`config.mk`:
```
export PLATFORM = sky130hd
export DESIGN_NAME = data_mem_arbiter
export DESIGN_NICKNAME = d
export VERILOG_FILES = /design/src/rtl/data_mem_pkg.sv /design/src/rtl/rr_pick2.sv /design/src/rtl/data_mem_arbiter.sv
export SDC_FILE = /design/constraint.sdc
export NUM_CORES = 1
export LEC_CHECK = 0
export CAP_MARGIN = 20
export CORE_ASPECT_RATIO = 0.5
export CORE_MARGIN = 10
export CORE_UTILIZATION = 37
export CTS_BUF_LIST = sky130_fd_sc_hd__clkbuf_4
export DETAILED_ROUTE_END_ITERATION = 16
export PLACE_DENSITY = 0.85
export SETUP_SLACK_MARGIN = 0.5
export SLEW_MARGIN = 20
export SYNTH_ARGS = -nofsm -noshare
export SYNTH_HDL_FRONTEND = slang
export SYNTH_SLANG_ARGS = --single-unit
export TNS_END_PERCENT = 100
```
`constraint.sdc`:
```
create_clock -name clk -period 4.8 [get_ports clk]
set_input_delay 1.2 -clock clk [delete_from_list [all_inputs] [get_ports clk]]
set_output_delay 1.2 -clock clk [all_outputs]
set_load 0.01 [all_outputs]
```
`src/rtl/data_mem_pkg.sv`:
```
// Shared definitions for the data-memory arbiter: FSM state encoding and
// the owner codes used on the owner output and inside the round-robin picker.
package data_mem_pkg;

    typedef enum logic [1:0] {
        IDLE  = 2'd0,
        ISSUE = 2'd1,
        RESP  = 2'd2
    } arb_state_t;

    localparam logic OWN_CPU = 1'b0;
    localparam logic OWN_IO  = 1'b1;

endpackage

```
`src/rtl/rr_pick2.sv`:
```
// Two-way round-robin picker: a lone requester wins outright, a tie goes to
// whichever requester was not granted last.
module rr_pick2
    import data_mem_pkg::*;
(
    input  logic [1:0] req,
    input  logic       last,
    output logic       grant
);

    // req[0] is the CPU, req[1] is the IO port; with no request the result is unused
    always_comb begin
        grant = OWN_CPU;
        if (req == 2'b11) begin
            grant = ~last;
        end else if (req[1]) begin
            grant = OWN_IO;
        end
    end

endmodule

```
`src/rtl/data_mem_arbiter.sv`:
```
// Arbitrates a single-port synchronous-read data memory between the CPU memory
// stage and the keypad/display IO port; one access per two cycles.
module data_mem_arbiter
    import data_mem_pkg::*;
#(
    parameter int AW = 32,
    parameter int DW = 32
) (
    input  logic          clk,
    input  logic          rst,

    input  logic          cpu_req,
    input  logic          cpu_we,
    input  logic [AW-1:0] cpu_addr,
    input  logic [DW-1:0] cpu_wdata,
    output logic          cpu_ready,
    output logic [DW-1:0] cpu_rdata,

    input  logic          io_req,
    input  logic          io_we,
    input  logic [AW-1:0] io_addr,
    input  logic [DW-1:0] io_wdata,
    output logic          io_ready,
    output logic [DW-1:0] io_rdata,

    output logic          mem_en,
    output logic          mem_we,
    output logic [AW-1:0] mem_addr,
    output logic [DW-1:0] mem_wdata,
    input  logic [DW-1:0] mem_rdata,

    output logic          busy,
    output logic          owner
);

    arb_state_t    state, state_nxt;
    logic          owner_q, owner_nxt;
    logic          last_grant;
    logic          txn_we_q;
    logic [DW-1:0] cpu_rdata_q, io_rdata_q;

    logic [1:0]    pick_req;
    logic          pick_last;
    logic          pick;

    // In RESP only the requester that is not finishing may take the next slot
    assign pick_req  = (state == RESP) ?
                       ((owner_q == OWN_CPU) ? {io_req, 1'b0} : {1'b0, cpu_req}) :
                       {io_req, cpu_req};
    assign pick_last = (state == RESP) ? owner_q : last_grant;

    rr_pick2 u_pick (
        .req   (pick_req),
        .last  (pick_last),
        .grant (pick)
    );

    always_ff @(posedge clk or posedge rst) begin
        if (rst) begin
            state       <= IDLE;
            owner_q     <= OWN_CPU;
            last_grant  <= OWN_IO;
            txn_we_q    <= 1'b0;
            cpu_rdata_q <= '0;
            io_rdata_q  <= '0;
        end else begin
            state   <= state_nxt;
            owner_q <= owner_nxt;
            if (state == ISSUE) begin
                txn_we_q <= mem_we;
            end
            if (state == RESP) begin
                last_grant <= owner_q;
                if (!txn_we_q && owner_q == OWN_CPU) begin
                    cpu_rdata_q <= mem_rdata;
                end
                if (!txn_we_q && owner_q == OWN_IO) begin
                    io_rdata_q <= mem_rdata;
                end
            end
        end
    end

    // Read data is passed straight through in RESP so it coincides with ready
    always_comb begin
        state_nxt = state;
        owner_nxt = owner_q;
        mem_en    = 1'b0;
        mem_we    = 1'b0;
        mem_addr  = '0;
        mem_wdata = '0;
        cpu_ready = 1'b0;
        io_ready  = 1'b0;
        cpu_rdata = cpu_rdata_q;
        io_rdata  = io_rdata_q;
        busy      = 1'b0;
        owner     = OWN_CPU;

        case (state)
            IDLE: begin
                if (|pick_req) begin
                    state_nxt = ISSUE;
                    owner_nxt = pick;
                end
            end
            ISSUE: begin
                busy      = 1'b1;
                owner     = owner_q;
                mem_en    = 1'b1;
                mem_we    = (owner_q == OWN_IO) ? io_we    : cpu_we;
                mem_addr  = (owner_q == OWN_IO) ? io_addr  : cpu_addr;
                mem_wdata = (owner_q == OWN_IO) ? io_wdata : cpu_wdata;
                state_nxt = RESP;
            end
            RESP: begin
                busy  = 1'b1;
                owner = owner_q;
                if (owner_q == OWN_CPU) begin
                    cpu_ready = 1'b1;
                    if (!txn_we_q) begin
                        cpu_rdata = mem_rdata;
                    end
                end else begin
                    io_ready = 1'b1;
                    if (!txn_we_q) begin
                        io_rdata = mem_rdata;
                    end
                end
                if (|pick_req) begin
                    state_nxt = ISSUE;
                    owner_nxt = pick;
                end else begin
                    state_nxt = IDLE;
                end
            end
            default: begin
                state_nxt = IDLE;
            end
        endcase
    end

endmodule

```
==> flow_summary.toml, run 1 <==
[outcome]
outcome = "completed"

[job]
cap_violations = 0

[grt]
use_met1 = 0.185
antenna_found_initial = 2
grt_start_max_net_pins = 69
grt-busiest-layer = "met2"
overflow = 0
met3_usage = 0.0552
grt_pass1_vias = 4484
gr-usage-met2 = 0.346
grt_pass1_wl_um = 26300
track_usage = 0.180

[worst_setup_path]
slowest_delay_ns = 0.78
cp.required_ns = 3.60
arrival_ns = 2.96
reg2reg_from = "state[0]$_DFFE_PP0P_"
startpoint = "owner_q$_DFFE_PP0P_"
setup.worst_path.class = "reg2out"
cp-start-kind = "register"
reg2reg_depth = 7
rrSetupSlack_ns = 2.41
cp_cell_sequence = "and2_1, nand2b_4, buf_12, mux2_4, clkdlybuf4s50_1"
crit_slowest_cell = "dfrtp_4"
worstSetupEndpointType = "primary output"
cp_max_fo = 32

[timing]
tns_ns = 0
hold_viol_final = 0
clock_skew_ns = 0.0108
worst_pin_slew_ns = 0.947
setup_ws_ns = 0.635
grt_setup_unrepaired = "no"
max_freq_ghz = 0.240
period_share = 0.868
final_max_slew_viol_count = 0
setup_viol = 0
max-slew-margin-rel = 0.368
fin_crit_ns = 4.16

[die]
core_sq_mm = 0.0129
io_pins = 300
die-area_sq_mm = 0.0187
die_w_um = 184
start_util = 0.385
die_h_um = 102
fp-row-count = 29

[synthesis]
synth_area_per_cell_sq_um = 12.6
postSynthCellCount = 392
synth_cell_types = 29
yosys-top-cells-area = "dfrtp_1 34%, mux2_4 18%, mux2i_1 13%"
netlist_area_sq_mm = 0.00495
yosysTopAreaCell = "dfrtp_1"
ys_seq_area_frac = 0.349
ys_seq_elements = 69
synth_nets = 563
ys_warn_count = 0
yosys.area.top_type_share = 0.343

[finish]
final_common_cell = "clkdlybuf4s50_1"
finish.utilization = 0.644
finalNetCount = 863
area_growth_syn_to_layout_pct = 67.3
fillers = 995
final_cell_area_sq_mm = 0.00829
final_cell_mix = "299 x clkdlybuf4s50_1, 67 x dfrtp_1, 66 x mux2i_1, 66 x nor2b_1, 60 x mux2_4"
drive_above_1_share = 0.169

[clock_tree]
cts_tree = "built"
htree_levels = 3
worstSkewPairLatency_ns = 0.42
cts.sinks = 69
path_clk_slew_ns = 0.12
cts_buffers = 9
cts_root_buf = "clkbuf_4"
cts_buffer_depth = 2

[routing]
dr_total_vias = 4102
drt-initial-drc-count = 137
wire_per_inst_um = 20.8
via_per_inst = 4.73
ant_nets = 0
drcViolationCount = 0
firstDrtPassIters = 4
wl_um = 18000

[hold_path]
hold_path_depth = 1
min_path_type = "reg2reg"
hold_start = "cpu_rdata_q[10]$_DFFE_PP0P_"

[power_and_ir_drop]
ir_drop_v = 0.000259
p_leak_nw = 3.67
power_density_mw_per_mm2 = 562

[placed_design]
place_area_sq_mm = 0.00801
place.gp.congestion = 0.821
hpwl_um = 14500
dp_slack_ns = 0.868
io_buffers = 299
[layout make-up]
type | instances | area (sq um) | share of cell area
flip-flops and latches | 69 | 1730 | 0.209
clock buffers | 10 | 75.1 | 0.00906
inverters | 4 | 15.0 | 0.00181
multi-input cells | 290 | 3000 | 0.362
diodes | 1 | 2.50 | 0.000302
clock inverters | 6 | 86.3 | 0.0104
well taps | 170 | 213 | 0.0257
repair buffers | 318 | 3170 | 0.382
[path summary, 6_finish.rpt]
check / to
worst max-delay path: io_rdata[27]
min in group asynchronous: cpu_rdata_q[19]$_DFFE_PP0P_
worst max register to register: io_rdata_q[27]$_DFFE_PP0P_
worst min-delay path: cpu_rdata_q[10]$_DFFE_PP0P_
worst min register to register: cpu_rdata_q[10]$_DFFE_PP0P_
max in group asynchronous: io_rdata_q[13]$_DFFE_PP0P_
[report_power, final]
part	total, W	internal, W	switching [W]
logic	0.00311	0.00194	0.00117
clock network	0.000436	0.000217	0.000218
registers	0.00111	0.000881	0.000232
total	0.00466	0.00304	0.00162
[sequential cells by signal (all words and copies together), names as in the netlist]
name / cells
cpu_rdata_q: 32
io_rdata_q: 32
state: 2
last_grant: 1
owner_q: 1
txn_we_q: 1
[metrics by stage]
| stage | instances | power, W | hold slack (ns) |
|---|---|---|---|
| floorplan | 392 | 0.00277 | 0.450 |
| global placement | 837 | 0.00415 | 0.461 |
| detailed placement | 837 | 0.00422 | 0.467 |
| CTS | 854 | 0.00469 | 0.501 |
| global route | 868 | 0.00493 | 0.521 |
| finish | 868 | 0.00466 | 0.498 |
[cells in the mapped netlist, drive strengths merged]
master,n
a221o,1
dfrtp,68
mux2,130
clkbuf,7
o211ai,1
a21o,2
nor2b,67
and2b,1
o21ba,1
a2111oi,1
a21oi,2
and2,2
nand2,1
nor3b,1
inv,4
o21ai,1
nand2b,2
a31o,1
ha,5
buf,23
mux2i,66
dfstp,1
nor2,3
a41oi,1
[cell families after synthesis]
logic type      share of synthesized area
mux                                 0.474
simple gates                       0.0972
flops                               0.349
buf+inv                            0.0503
compound gates                     0.0169
fa+ha+maj                          0.0126
[routing by layer]
layer | vias up | wire [um]
li1 | 1989 | -
met1 | 1956 | 6690
met2 | 131 | 9870
met3 | 24 | 1110
met4 | 2 | 362
met5 | - | 11
[worst max-delay path: cells and delay by family (launching register included)]
kind | cells | cell delay [ns]
and+or+nand+nor | 2 | 0.65
muxes | 1 | 0.31
buffers and inverters | 2 | 0.78
DFF | 1 | 0.78
[what timing repair did]
action	4_1_cts	5_1_grt
cloned	1	0
endpoints found under the setup margin	40	40
resized for setup	2	1
pin swaps	0	0
setup buffers	0	13
hold buffers	0	0
(Power assumes the default switching activity.)
==> inputs of run 2 (changes only) <==
- ABC_AREA: not set -> 1
- PLACE_DENSITY: 0.85 -> 0.91
==> run 2 against run 1 <==
Global-route usage up 2.3 points. Final area decreased by 13%. Largest power group unchanged. Sequential share of layout area up 3.0 points. First-iteration DRC count rose by 140%.
==> flow_summary.toml, run 2 <==
[routing]
drt-initial-drc-count = 330
dr_total_vias = 4801
wire_per_inst_um = 17.2
wl_um = 17100
firstDrtPassIters = 5
via_per_inst = 4.83
ant_nets = 0
drcViolationCount = 0

[timing]
grt_setup_unrepaired = "no"
worst_pin_slew_ns = 0.931
period_share = 0.808
hold_viol_final = 0
max-slew-margin-rel = 0.379
setup_viol = 0
max_freq_ghz = 0.258
final_max_slew_viol_count = 0
tns_ns = 0
clock_skew_ns = 0.00975
fin_crit_ns = 3.88

[power_and_ir_drop]
p_leak_nw = 3.19
p_int_w = 0.00249
ir_drop_v = 0.000280
pwr-share-clk = 0.082
p_seq_frac = 0.228
combPwrFrac = 0.690
switching_share = 0.421
power_density_mw_per_mm2 = 595
power_switching_w = 0.00181

[grt]
use_met1 = 0.201
gr-usage-met2 = 0.380
overflow = 0
met3_usage = 0.0800
grt_start_max_net_pins = 94
track_usage = 0.203
antenna_found_initial = 0
grt-busiest-layer = "met2"
grt_pass1_vias = 4720
grt_pass1_wl_um = 25800

[synthesis]
synth_cell_types = 23
synth_area_per_cell_sq_um = 7.20
synth-main-ff-cell = "dfrtp_1"
yosys.area_share.simple = 0.215
postSynthCellCount = 569
ys_seq_elements = 69
synth_xor_area_frac = 0
yosys-top-cells-count = "159 x o21ai_0, 130 x nor2_1, 74 x nand2_1, 68 x dfrtp_1, 39 x inv_1"
synth_compound_area_frac = 0.249
yosysTopAreaCell = "dfrtp_1"
synthMuxAreaShare = 0
synth_most_common_cell = "o21ai_0"
synth_edf_count = 0
ys_warn_count = 0
yosys-top-cells-area = "dfrtp_1 42%, o21ai_0 19%, nor2_1 12%"
ys_seq_area_frac = 0.422
async_reset_ff_frac = 1.00
synth_nets = 740
yosys.area.top_type_share = 0.415
synth_top_family_by_area = "compound AO/OA/AOI/OAI gates"
synth_fa_ha_area_frac = 0.0153
netlist_area_sq_mm = 0.00410

[worst_setup_path]
rrSetupSlack_ns = 2.99
timing.rr.end = "cpu_rdata_q[28]$_DFFE_PP0P_"
worstSetupEndpointType = "primary output"
reg2reg_depth = 8
cp_max_fo = 93
cp.required_ns = 3.60
cp-start-kind = "register"
reg2reg_from = "state[0]$_DFFE_PP0P_"
startpoint = "state[0]$_DFFE_PP0P_"
arrival_ns = 2.68
setup.worst_path.class = "reg2out"

[die]
die_w_um = 169
fp-row-count = 27
die_h_um = 94.4
start_util = 0.376
io_pins = 300
die-area_sq_mm = 0.0159
core_sq_mm = 0.0109

[placed_design]
place.gp.congestion = 0.926
hpwl_um = 13900
io_buffers = 299

[hold_path]
hold_path_depth = 2
min_path_type = "reg2reg"
hold_start = "cpu_rdata_q[9]$_DFFE_PP0P_"
whs_endpoint = "cpu_rdata_q[9]$_DFFE_PP0P_"

[finish]
n_antenna_cell = 0
final_common_cell = "clkdlybuf4s50_1"
area_growth_syn_to_layout_pct = 76.5
final_cell_mix = "299 x clkdlybuf4s50_1, 159 x o21ai_0, 130 x nor2_1, 74 x nand2_1, 68 x dfrtp_1"
fillers = 878
finalNetCount = 1016
top_regs = "cpu_rdata_q: 32 flops, io_rdata_q: 32 flops, state: 2 flops"
multi_input_area_sq_mm = 0.00198
drive_above_1_share = 0.0565
finish.utilization = 0.663
regArea_sq_mm = 0.00173

[clock_tree]
htree_levels = 3
cts_resized = 0
hold_buffers = 0
worstSkewPairLatency_ns = 0.40
cts_root_buf = "clkbuf_4"
cts_tree = "built"
cts.sinks = 69
path_clk_slew_ns = 0.10
cts_buffers = 9
cts_setup_buffers = 0
cts_buffer_depth = 2

[job]
cap_violations = 0

[outcome]
outcome = "completed"
run 2: cell count changes in the layout (fill, tap and decap cells not counted), sizes merged, moves of 3 or more:
cell    delta
nor2     +127
buf       -12
nor2b     -67
inv       +37
nand2b     -3
mux2i     -66
mux2     -130
o21ai    +192
nand2     +82
run 2: worst max-delay path by stage:
stage | end | depth (start not counted)
3_3_place_gp | mem_we | 4
5_1_grt | io_rdata[12] | 9
6_report | cpu_rdata[3] | 8
2_1_floorplan | cpu_rdata_q[0]$_DFFE_PP0P_ | 1
3_5_place_dp | io_rdata[12] | 4
4_1_cts | cpu_rdata[27] | 9
run 2: critical path: stages, from the launching register on:
cell and delay (ns):
dfrtp_1 0.44, inv_1 0.09, ha_1 0.24, nand2_1 0.12
inv_2 0.08, nand2_8 0.39, nand2_1 0.17, o21ai_0 0.14
clkdlybuf4s50_1 0.60
run 2: logic make-up after synthesis:
logic type,Yosys count
adders and majority gates,5
DFF,69
AOI/OAI and AO/OA,195
and+or+nand+nor,217
buffers and inverters,83
run 2: cell type report:
cell class                      count  share of cell area
Tap cell                          145              0.0251
Clock buffer                       10              0.0104
Multi-Input combinational cell    417               0.274
Timing Repair Buffer              306               0.423
Clock inverter                      6             0.00744
Sequential cell                    69               0.239
Inverter                           42              0.0218
run 2: per-stage QoR:
stage	std cells	cell area [sq um]	hold WS, ns	setup slack, ns	power (W)
after global routing	995	7230	0.516	0.677	0.00464
after global placement	979	7090	0.458	1.02	0.00388
after detailed placement	979	7090	0.465	1.04	0.00397
after floorplan	569	4100	0.443	1.86	0.00239
final	995	7230	0.486	0.920	0.00430
after CTS	995	7220	0.491	0.584	0.00434
run 2: per-layer routing:
metal	routed length (um)	part of all wire	up-vias
li1	-	-	2399
met1	5890	0.34	2186
met2	9200	0.54	185
met3	1550	0.090	31
met4	506	0.030	0
met5	0	0	-
run 2: power by group through the flow:
stage,registers (W),clock network [W],logic [W]
3_5_place_dp,0.000991,0,0.00298
6_report,0.000980,0.000352,0.00297
5_1_grt,0.00101,0.000393,0.00324
2_1_floorplan,0.000964,0,0.00143
3_3_place_gp,0.000976,0,0.00291
4_1_cts,0.000980,0.000365,0.00299
==> inputs of run 3 (changes only) <==
- CORE_UTILIZATION: 37 -> 32
- PLACE_DENSITY: 0.91 -> 0.84
- clock period: 4.8 -> 3.5 ns (I/O delays scaled with it)
==> run 3 against run 2 <==
Worst setup slack worse by 0.42 ns. Via count is 4.1% higher. Highest routed layer unchanged. Sequential share of layout area is 1.2 points lower. Cell count is 5.7% higher. Largest cell class unchanged. Register-to-register slack worse by 1.0 ns. First-iteration DRC count is 16% higher. Critical path depth stayed put. Utilization is 5.8 points lower. Die area is 13% higher. Total power is 38% higher. Clock power is 24% higher.
==> flow_summary.toml, run 3 (synthesized netlist as in run 2, its figures left out) <==
[outcome]
outcome = "completed"

[timing]
tns_ns = 0
grt_setup_unrepaired = "yes"
final_max_slew_viol_count = 0
setup_viol = 0
hold_viol_final = 0
fin_crit_ns = 3.00
max_freq_ghz = 0.333
period_share = 0.857
clock_skew_ns = 0.0131
worst_pin_slew_ns = 0.519
setup_ws_ns = 0.499
max-slew-margin-rel = 0.653

[clock_tree]
htree_levels = 3
cts_root_buf = "clkbuf_4"
path_clk_slew_ns = 0.11
worstSkewPairLatency_ns = 0.43
cts_buffer_depth = 2
hold_buffers = 0
cts_buffers = 9
cts_tree = "built"
cts.sinks = 69

[routing]
drcViolationCount = 0
wire_per_inst_um = 19.6
firstDrtPassIters = 5
ant_nets = 0
via_per_inst = 4.75
drt-initial-drc-count = 384
dr_total_vias = 4997
wl_um = 20600

[hold_path]
min_path_type = "reg2reg"
hold_start = "io_rdata_q[17]$_DFFE_PP0P_"

[worst_setup_path]
cp_max_fo = 9
worstSetupEndpointType = "primary output"
arrival_ns = 2.13
setup.worst_path.class = "reg2out"
cp-start-kind = "register"
cp.required_ns = 2.62
reg2reg_from = "state[0]$_DFFE_PP0P_"
slowest_delay_ns = 0.47
cp_cell_sequence = "ha_4, nand2_4, clkinv_4, nand2_8, bufbuf_16, nand2_1, o21ai_0, dlygate4sd2_1"
crit_slowest_cell = "dfrtp_2"
startpoint = "state[1]$_DFFE_PP0P_"

[grt]
track_usage = 0.214
antenna_found_initial = 0
grt_pass1_wl_um = 30200
grt_pass1_vias = 4880
grt_start_max_net_pins = 66
overflow = 0

[die]
die_h_um = 100
io_pins = 300
core_sq_mm = 0.0126
fp-row-count = 29
die-area_sq_mm = 0.0180
start_util = 0.326
die_w_um = 180

[power_and_ir_drop]
power_density_mw_per_mm2 = 778
power_w = 0.00593
ir_drop_v = 0.000347
p_leak_nw = 3.91

[finish]
final_cell_mix = "169 x clkdlybuf4s50_1, 155 x o21ai_0, 128 x nor2_1, 73 x nand2_1, 67 x dfrtp_1"
drive_above_1_share = 0.150
area_growth_syn_to_layout_pct = 85.8
n_antenna_cell = 0
top_regs = "cpu_rdata_q: 32 flops, io_rdata_q: 32 flops, state: 2 flops"
finalNetCount = 1048
final_common_cell = "clkdlybuf4s50_1"

[placed_design]
hpwl_um = 15800
place.gp.congestion = 0.925
io_buffers = 299
dp_slack_ns = 0.223

[job]
cap_violations = 0
run 3: changes by cell type in the layout (fill, tap and decap cells not counted), sizes merged, moves of 3 or more:
cell	before	now
clkdlybuf4s50	299	169
dlygate4sd2	0	60
clkdlybuf4s15	0	23
clkbuf	10	31
inv	42	39
buf	7	42
dlymetal6s2s	0	18
run 3: through the flow:
stage | cells | hold slack [ns] | cell area [sq um] | util
after detailed placement | 1012 | 0.463 | 7230 | 0.574
after global placement | 1012 | 0.456 | 7230 | 0.574
after CTS | 1037 | 0.485 | 7480 | 0.594
after floorplan | 569 | 0.443 | 4100 | -
final | 1052 | 0.486 | 7620 | 0.605
after global routing | 1052 | 0.510 | 7620 | 0.605
run 3: area by class of cell:
class | count | area, sq um
clock buffers | 10 | 75.1
fillers | 1124 | 4970
multi-input cells | 419 | 2070
repair buffers | 336 | 3330
well taps | 170 | 213
inverters | 42 | 171
clock inverters | 6 | 30.0
flip-flops and latches | 69 | 1730
run 3: final timing paths:
kind / to / slack (ns) / cells after the start
max in group asynchronous: io_rdata_q[28]$_DFFE_PP0P_ / 1.98 / 3
worst max register to register: io_rdata_q[18]$_DFFE_PP0P_ / 1.96 / 8
worst min register to register: io_rdata_q[17]$_DFFE_PP0P_ / 0.49 / 2
worst max-delay path: io_rdata[0] / 0.50 / 8
worst min-delay path: io_rdata_q[17]$_DFFE_PP0P_ / 0.49 / 2
min in group asynchronous: cpu_rdata_q[30]$_DFFE_PP0P_ / 0.80 / 2
run 3: per-layer routing:
layer,vias to the layer above,global-route usage,share of wire
met5,-,0,0
li1,2466,-,-
met3,30,0.0366,0.036
met1,2377,0.243,0.39
met4,0,0.0576,0.025
met2,124,0.408,0.55
run 3: report_power, final:
| group | internal (W) | switching [W] |
|---|---|---|
| Clock | 0.000146 | 0.000291 |
| Sequential | 0.00120 | 0.000153 |
| Combinational | 0.00183 | 0.00231 |
| Total | 0.00317 | 0.00275 |
run 3: repair_timing:
item                                   in CTS  in global routing
gates cloned                                5                  2
setup endpoints to repair                 126                 86
gates resized for setup                   203                 96
endpoints found under the hold margin       0                  0
setup buffers                               4                 13
pin swaps                                   9                  3
run 3: critical path, delay by kind of cell (launching register included):
family / cells / cell delay, ns
AOI/OAI and AO/OA: 1 / 0.07
adders and majority gates: 1 / 0.20
buffers and inverters: 3 / 0.66
DFF: 1 / 0.47
and+or+nand+nor: 3 / 0.29
